**config.mk**
```make
export PLATFORM = sky130hd
export DESIGN_NAME = bcd2bin_seq
export DESIGN_NICKNAME = d
export VERILOG_FILES = /design/src/rtl/bcd2bin_seq.sv
export SDC_FILE = /design/constraint.sdc
export NUM_CORES = 1
export LEC_CHECK = 0
export CAP_MARGIN = 25
export CORE_MARGIN = 3
export CORE_UTILIZATION = 40
export DETAILED_ROUTE_END_ITERATION = 10
export DONT_BUFFER_PORTS = 1
export PLACE_DENSITY_LB_ADDON = 0.25
export SLEW_MARGIN = 20
export SYNTH_ARGS = -nofsm -noshare
export SYNTH_HDL_FRONTEND = slang
export SYNTH_SLANG_ARGS = --single-unit
```
**constraint.sdc**
```tcl
create_clock -name clk -period 5.6 [get_ports clk]
set_input_delay 0.84 -clock clk [delete_from_list [all_inputs] [get_ports clk]]
set_output_delay 0.84 -clock clk [all_outputs]
set_load 0.1 [all_outputs]
```
**src/rtl/bcd2bin_seq.sv**
```systemverilog
// Sequential packed-BCD to binary converter.
// Handles one digit per clock, most significant digit first, using a
// multiply-by-ten accumulator. Requests and results use valid/ready
// handshakes, and only one request is in flight at a time.
//
// state | meaning
// ------+------------------------------------------------------------
// IDLE  | waiting for a request; in_ready=1
// CONV  | folding one latched digit per cycle into the accumulator
// DONE  | result presented on out_bin/out_err; out_valid=1 until taken
module bcd2bin_seq #(
   parameter int NUM_BCD   = 3,
   parameter int BIT_WIDTH = 10
) (
   input  logic                   clk,
   input  logic                   rst_n,
   input  logic                   in_valid,
   output logic                   in_ready,
   input  logic [4*NUM_BCD-1:0]   in_bcd,
   output logic                   out_valid,
   input  logic                   out_ready,
   output logic [BIT_WIDTH-1:0]   out_bin,
   output logic                   out_err
);

   localparam int               CNT_W    = (NUM_BCD > 1) ? $clog2(NUM_BCD) : 1;
   localparam logic [CNT_W-1:0] CNT_LAST = CNT_W'(NUM_BCD - 1);

   typedef enum logic [1:0] {
      IDLE = 2'd0,
      CONV = 2'd1,
      DONE = 2'd2
   } state_t;

   state_t                 state;
   logic [4*NUM_BCD-1:0]   bcd_q;
   logic [BIT_WIDTH-1:0]   acc;
   logic                   err;
   logic [CNT_W-1:0]       cnt;

   logic [3:0]             digit;
   logic [BIT_WIDTH-1:0]   acc_next;
   logic                   err_next;

   // Pick the digit that the counter points at in the latched request.
   always_comb begin
      digit = 4'd0;
      for (int i = 0; i < NUM_BCD; i++) begin
         if (cnt == CNT_W'(i)) begin
            digit = bcd_q[4*i +: 4];
         end
      end
   end

   // acc*10 + digit, truncated to BIT_WIDTH bits. Digits above 9 are used
   // at their raw value; they only raise the error flag.
   always_comb begin
      acc_next = (acc << 3) + (acc << 1) + BIT_WIDTH'(digit);
      err_next = err | (digit > 4'd9);
   end

   // Control FSM, datapath registers and registered handshake outputs.
   always_ff @(posedge clk) begin
      if (!rst_n) begin
         state     <= IDLE;
         in_ready  <= 1'b1;
         out_valid <= 1'b0;
         out_bin   <= '0;
         out_err   <= 1'b0;
         acc       <= '0;
         err       <= 1'b0;
         cnt       <= '0;
         bcd_q     <= '0;
      end else begin
         case (state)
            IDLE: begin
               if (in_valid && in_ready) begin
                  bcd_q    <= in_bcd;
                  acc      <= '0;
                  err      <= 1'b0;
                  cnt      <= CNT_LAST;
                  in_ready <= 1'b0;
                  state    <= CONV;
               end
            end
            CONV: begin
               acc <= acc_next;
               err <= err_next;
               if (cnt == '0) begin
                  // Last digit: present the result on the same edge so
                  // latency equals the digit count.
                  out_bin   <= acc_next;
                  out_err   <= err_next;
                  out_valid <= 1'b1;
                  state     <= DONE;
               end else begin
                  cnt <= cnt - CNT_W'(1);
               end
            end
            DONE: begin
               if (out_ready) begin
                  out_valid <= 1'b0;
                  in_ready  <= 1'b1;
                  state     <= IDLE;
               end
            end
            default: begin
               out_valid <= 1'b0;
               in_ready  <= 1'b1;
               state     <= IDLE;
            end
         endcase
      end
   end

endmodule
```
# [Word level (Yosys, flattened, before mapping)]
# Index checks and enable logic that the tools add are counted.
[word_totals] register_bits=39 out_inout_bits=13 wordCells=54
[op_classes] add_sub_neg=3 order_cmp=1 n_eq_ne=8 mux=19 bitwise_logic=3 reduce_logical=11
[op_table] cell="one-hot mux 9 bit (2 select lines)" count=1
[op_table] cell="two-way mux 4 bit" count=3
[op_table] cell="AND reduction 3 bit" count=4
[op_table] cell="adder 10 bit" count=1
[op_table] cell="adder 10 x 4 -> 10 bit" count=1
[op_table] cell="two-way mux 2 bit" count=5
[op_table] cell="two-way mux 9 bit" count=1
[op_table] cell="!= test 2 bit, second input constant" count=4
[op_table] cell="one-hot mux 1 bit (3 select lines)" count=2
[op_table] cell="one-hot mux 2 bit (3 select lines)" count=1
[op_table] cell="AND reduction 2 bit" count=3
[op_table] cell="equality test 2 x 1 -> 1 bit, second input constant" count=2
[op_table] cell="equality test 2 bit, second input constant" count=2
[op_table] cell="> comparator 4 bit, second input constant" count=1
[op_table] cell="logical NOT 2 bit" count=2
[op_table] cell="two-way mux 1 bit" count=4
[op_table] cell="one-hot mux 2 bit (2 select lines)" count=1
[op_table] cell="NOT 1 bit" count=2
[op_table] cell="one-hot mux 1 bit (2 select lines)" count=1
[op_table] cell="nonzero test 2 bit" count=1
[op_table] cell="subtractor 2 x 1 -> 2 bit, second input constant" count=1
[op_table] cell="logical AND 1 bit" count=1
[op_table] cell="OR 1 bit" count=1

# [Longest topological paths before layout]
[logic_depth] word_depth=7 depth_mapped=13 ltp_nobuf=12

# [Least setup slack after synthesis]
# Ideal clock, no wire load.
[synth_path] path_kind="reg2reg" startpoint="register cnt[0]" endpoint="register acc[8]" setup_time_ps=128 t_arrival_ps=2672 required_time_ps=5472 setup_slack_ps=2801 stages_incl_launch_ff=13 n_path_buf=1 synth_period_minus_slack_ps=2799 path_cell_list="dfxtp_1 > inv_1 > ha_1 > clkbuf_1 > nand3b_1 > a21oi_1 > a21oi_1 > fa_1 > fa_1 > nor2b_1 > o31ai_1 > a211oi_1 > o21ai_0"
[synth_via] elab_chain_len=6 elab_cells_between_ends=8
[synth_rtl] element="from (decl)" line_no="39" source="logic [CNT_W-1:0] cnt;"
[synth_rtl] element="from (signal assigned)" line_no="97" source="cnt <= cnt - CNT_W'(1);"
[synth_rtl] element="logical NOT 2 bit" line_no="49" source="if (cnt == CNT_W'(i)) begin"
[synth_rtl] element="two-way mux 4 bit (2 in a row)" line_no="49"
[synth_rtl] element="two-way mux 4 bit *" line_no="49"
[synth_rtl] element="adder 10 x 4 -> 10 bit *" line_no="58" source="acc_next = (acc << 3) + (acc << 1) + BIT_WIDTH'(digit);"
[synth_rtl] element="one-hot mux 9 bit (2 select lines) *" line_no="75" source="case (state)"
[synth_rtl] element="to (signal assigned)" line_no="87" source="acc <= acc_next;"
[synth_rtl] element="to (decl)" line_no="37" source="logic [BIT_WIDTH-1:0] acc;"
# Mark *: on every way between the ends. The rest lies on a longest branch, timed or not.
# A chain may end at the register's enable or synchronous reset.

# [Worst setup path in the final report]
# Same ends and word-level chain as after synthesis.

==> implementation parameters <==
Parameter                              Value

Power
  Internal Dissipation ... 421 uW
  P_leak ... 0.838 nW
  Net Switching ... 190 uW
  Clock network power share ... 0.314
  Part of the power in combinational logic ... 0.143
  PD cells ... 279 mW/mm2
  Sequential Power Share ... 0.543
  Share of total power consumed by net switching ... 0.311
  IR drop worst, VDD ... ~230 uV

Drt
  Antenna violation net count after detailed routing ... 0
  Detailed-route via count ... approximately 1.7k
  Aggregate routed wire length ... around 4500 um
  Iteration-0 DRC count of the detailed router ... 63
  First-pass detailed-route iteration total ... 4
  Vias/cell ... ~5.3
  Number of remaining DRC errors ... 0
  WL per Instance ... 14.2 um

Synthesis
  Most area-hungry cell type in the Yosys netlist ... sky130_fd_sc_hd__dfxtp_1
  Primary FF master, synth ... sky130_fd_sc_hd__dfxtp_1
  Synthesized area per cell ... slightly above 8 um2
  Syn. warnings ... 0
  Post-synth top area share ... 0.377
  Post-synthesis net count ... between 200 and 300
  Number of synthesized register bits ... 39
  Number of cells produced by synthesis ... 251
  Cell with the most instances after synthesis ... sky130_fd_sc_hd__nand2_1
  Netlist cell types ... 42
  Number of synthesized flops with an enable pin ... 0
  Async set or reset register ratio after synthesis ... 0
  Leading post-synthesis cells by cell area ... sky130_fd_sc_hd__dfxtp_1 (38%), sky130_fd_sc_hd__ha_1 (10%), sky130_fd_sc_hd__nand2_1 (8.5%)
  Proportion of synthesized chip area in sequential cells ... 0.377
  Commonest cells in the netlist ... sky130_fd_sc_hd__nand2_1 (47), sky130_fd_sc_hd__dfxtp_1 (39), sky130_fd_sc_hd__a21oi_1 (34)
  Post-Synthesis Cell Area ... slightly above 0.002 mm2

Min path
  Worst Hold Launch ... bcd_q[4]
  Hold worst-path end ... bcd_q[4]
  Min-delay worst type ... flip-flop to flip-flop
  Hold Crit Depth ... 2

Global route
  All-layer global routing usage ... 0.157
  Congestion Overflow GR ... 0
  Pin count of the biggest net entering global routing ... 34
  Vias in the first global route ... approximately 1.6k
  First-pass GRT wire length ... roughly 7700 um
  Initial antenna violation count ... 0

STA
  Worst slew margin relative to its limit ... 0.308
  Number of max-slew violations in the final report ... 0
  Setup repair after global routing missed its margin ... no
  Final Hold Fails ... 0
  Worst clock skew ... around 6.2 ps
  Min cycle time layout ... 3020 ps
  Final Setup Violations ... 0
  Fmax achieved ... 331 MHz
  Setup TNS Final ... 0 ps
  Least-Margin Pin Slew ... roughly 1000 ps
  Share of the clock period used by the worst path after layout ... 0.539

Die
  Number of I/O pins ... 29
  Height of the chip ... 78.0 um
  Number of placement rows ... 25
  Floorplan core area ... slightly below 0.005 mm2
  Die area ... about 0.006 mm2
  Die outline width ... slightly below 80 um
  Initial core utilization ... 0.425

Setup path
  Reg2reg path depth ... 11
  Crit-path max FO ... 8
  Crit path launch type ... flip-flop
  CP Class ... flip-flop to flip-flop
  WP data required ... a little under 6000 ps
  Cell-by-cell trace of the critical path ... inv_1 > ha_1 > nand3b_1 > a21oi_1 > a21oi_1 > fa_1 > fa_1 > nor2b_1 > o31ai_1 > a211oi_1 > o21ai_0
  Highest cell delay on the worst timing path ... between 500 and 600 ps
  Destination of the worst register-to-register timing path ... acc[8]
  Crit path max-delay cell type ... sky130_fd_sc_hd__fa_1
  R2r setup slk ... 2580 ps
  Arrival time of data at the critical path endpoint ... roughly 3200 ps
  Beginning of the critical path ... cnt[0]
  Worst setup EP type ... flip-flop
  Crit Reg-Reg Startpoint ... cnt[0]

Clock network
  Clock edge transition at the registers on the reported setup and hold paths ... around 80 ps
  Cell chosen for the clock root ... sky130_fd_sc_hd__clkbuf_8
  TritonCTS clock tree ... yes
  Clock Sinks ... 39
  Number of buffers inserted to repair setup after CTS ... 0
  Number of buffers inserted by hold repair at cts ... 0
  H-tree lvl count ... 2
  Number of buffers added by the clock tree synthesis step ... 5
  Resize count post-CTS ... 0
  Maximum clock path buffer count ... 2
  Clk_lat worst skew ... approximately 280 ps

Cells and area
  Final nets ... 281
  Fraction of final layout cells sized beyond drive strength 1 ... 0.0569
  Design area ... roughly 0.0022 mm2
  N_diodes ... 0
  Area growth, synth to finish ... 5.67%

Placed design
  Placed standard-cell area ... between 0.002 and 0.0025 mm2
  Final HPWL DP ... 3310 um
  Placer congestion estimate ... 0.800
  Number of buffers inserted by port buffering ... 0

Job
  Maximum capacitance violations ... 0

Run status
  Status ... finished, final reports clean
sequential cells by signal, indices dropped and copies added (netlist names):
register and flops:
acc 9, state 2, out_valid 1, err 1, bcd_q 12, cnt 2, out_bin 10, out_err 1
in_ready 1
cell families after synthesis:
kind of cell | Yosys count | share of synthesized area
simple gates | 103 | 0.249
flops | 39 | 0.377
compound gates | 63 | 0.183
buf+inv | 23 | 0.0513
xor+xnor | 3 | 0.0127
fa+ha+maj | 19 | 0.122
mux | 1 | 0.00483
per-layer routing:
layer | routed length (um) | GRT usage | up-vias
met5 | 0 | 0 | -
met3 | 262 | 0.0476 | 4
met1 | 2040 | 0.194 | 766
met2 | 2110 | 0.261 | 33
li1 | - | - | 867
met4 | 38 | 0.0455 | 0
area by class of cell:
| cell class | instances | area [um2] |
|---|---|---|
| multi-input cells | 189 | 1190 |
| well taps | 67 | 83.8 |
| inverters | 10 | 37.5 |
| clock inverters | 1 | 5.00 |
| flip-flops and latches | 39 | 781 |
| fillers | 513 | 2690 |
| clock buffers | 6 | 82.6 |
| repair buffers | 1 | 15.0 |
power by group through the flow:
stage | Combinational, mW | Clock [mW] | Sequential, mW
finish | 0.0876 | 0.192 | 0.331
detailed placement | 0.0874 | 0 | 0.338
global placement | 0.0855 | 0 | 0.338
CTS | 0.0876 | 0.195 | 0.332
global route | 0.101 | 0.207 | 0.334
floorplan | 0.0765 | 0 | 0.333
cell usage in the layout, fill, tap and decap left out, drive strengths merged, types with 3 or more instances in the layout:
cell	instances
a211oi	3
inv	10
o21a	3
a21oi	34
a31oi	5
nor2	12
ha	17
xnor2	3
clkbuf	6
nand2	48
nor3	3
nand3b	6
o21ai	5
nor2b	7
dfxtp	39
nand3	10
nand2b	4
per-stage QoR:
| stage | power [mW] | hold WS, ps | cells | utilization | worst slack [ps] |
|---|---|---|---|---|---|
| after floorplan | 0.409 | 436 | 251 | - | 2800 |
| after global placement | 0.424 | 446 | 305 | 0.428 | 2700 |
| after detailed placement | 0.426 | 449 | 305 | 0.428 | 2600 |
| after CTS | 0.615 | 460 | 312 | 0.446 | 2570 |
| after global routing | 0.642 | 486 | 313 | 0.449 | 2350 |
| final | 0.611 | 461 | 313 | 0.449 | 2580 |
worst max-delay path: cells and delay by family, from the launching register on:
family          cells  cell delay, ps
flops               1             380
compound gates      5             840
buf+inv             1              80
fa+ha+maj           3            1290
simple gates        2             320
worst max path at each step:
stage                      end  slack, ps
detailed placement      acc[8]       2600
finish                  acc[8]       2580
global route        out_bin[8]       2350
CTS                     acc[8]       2570
floorplan               acc[8]       2800
global placement    out_bin[8]       2700
Note: power is estimated with default switching activity, not from simulation.
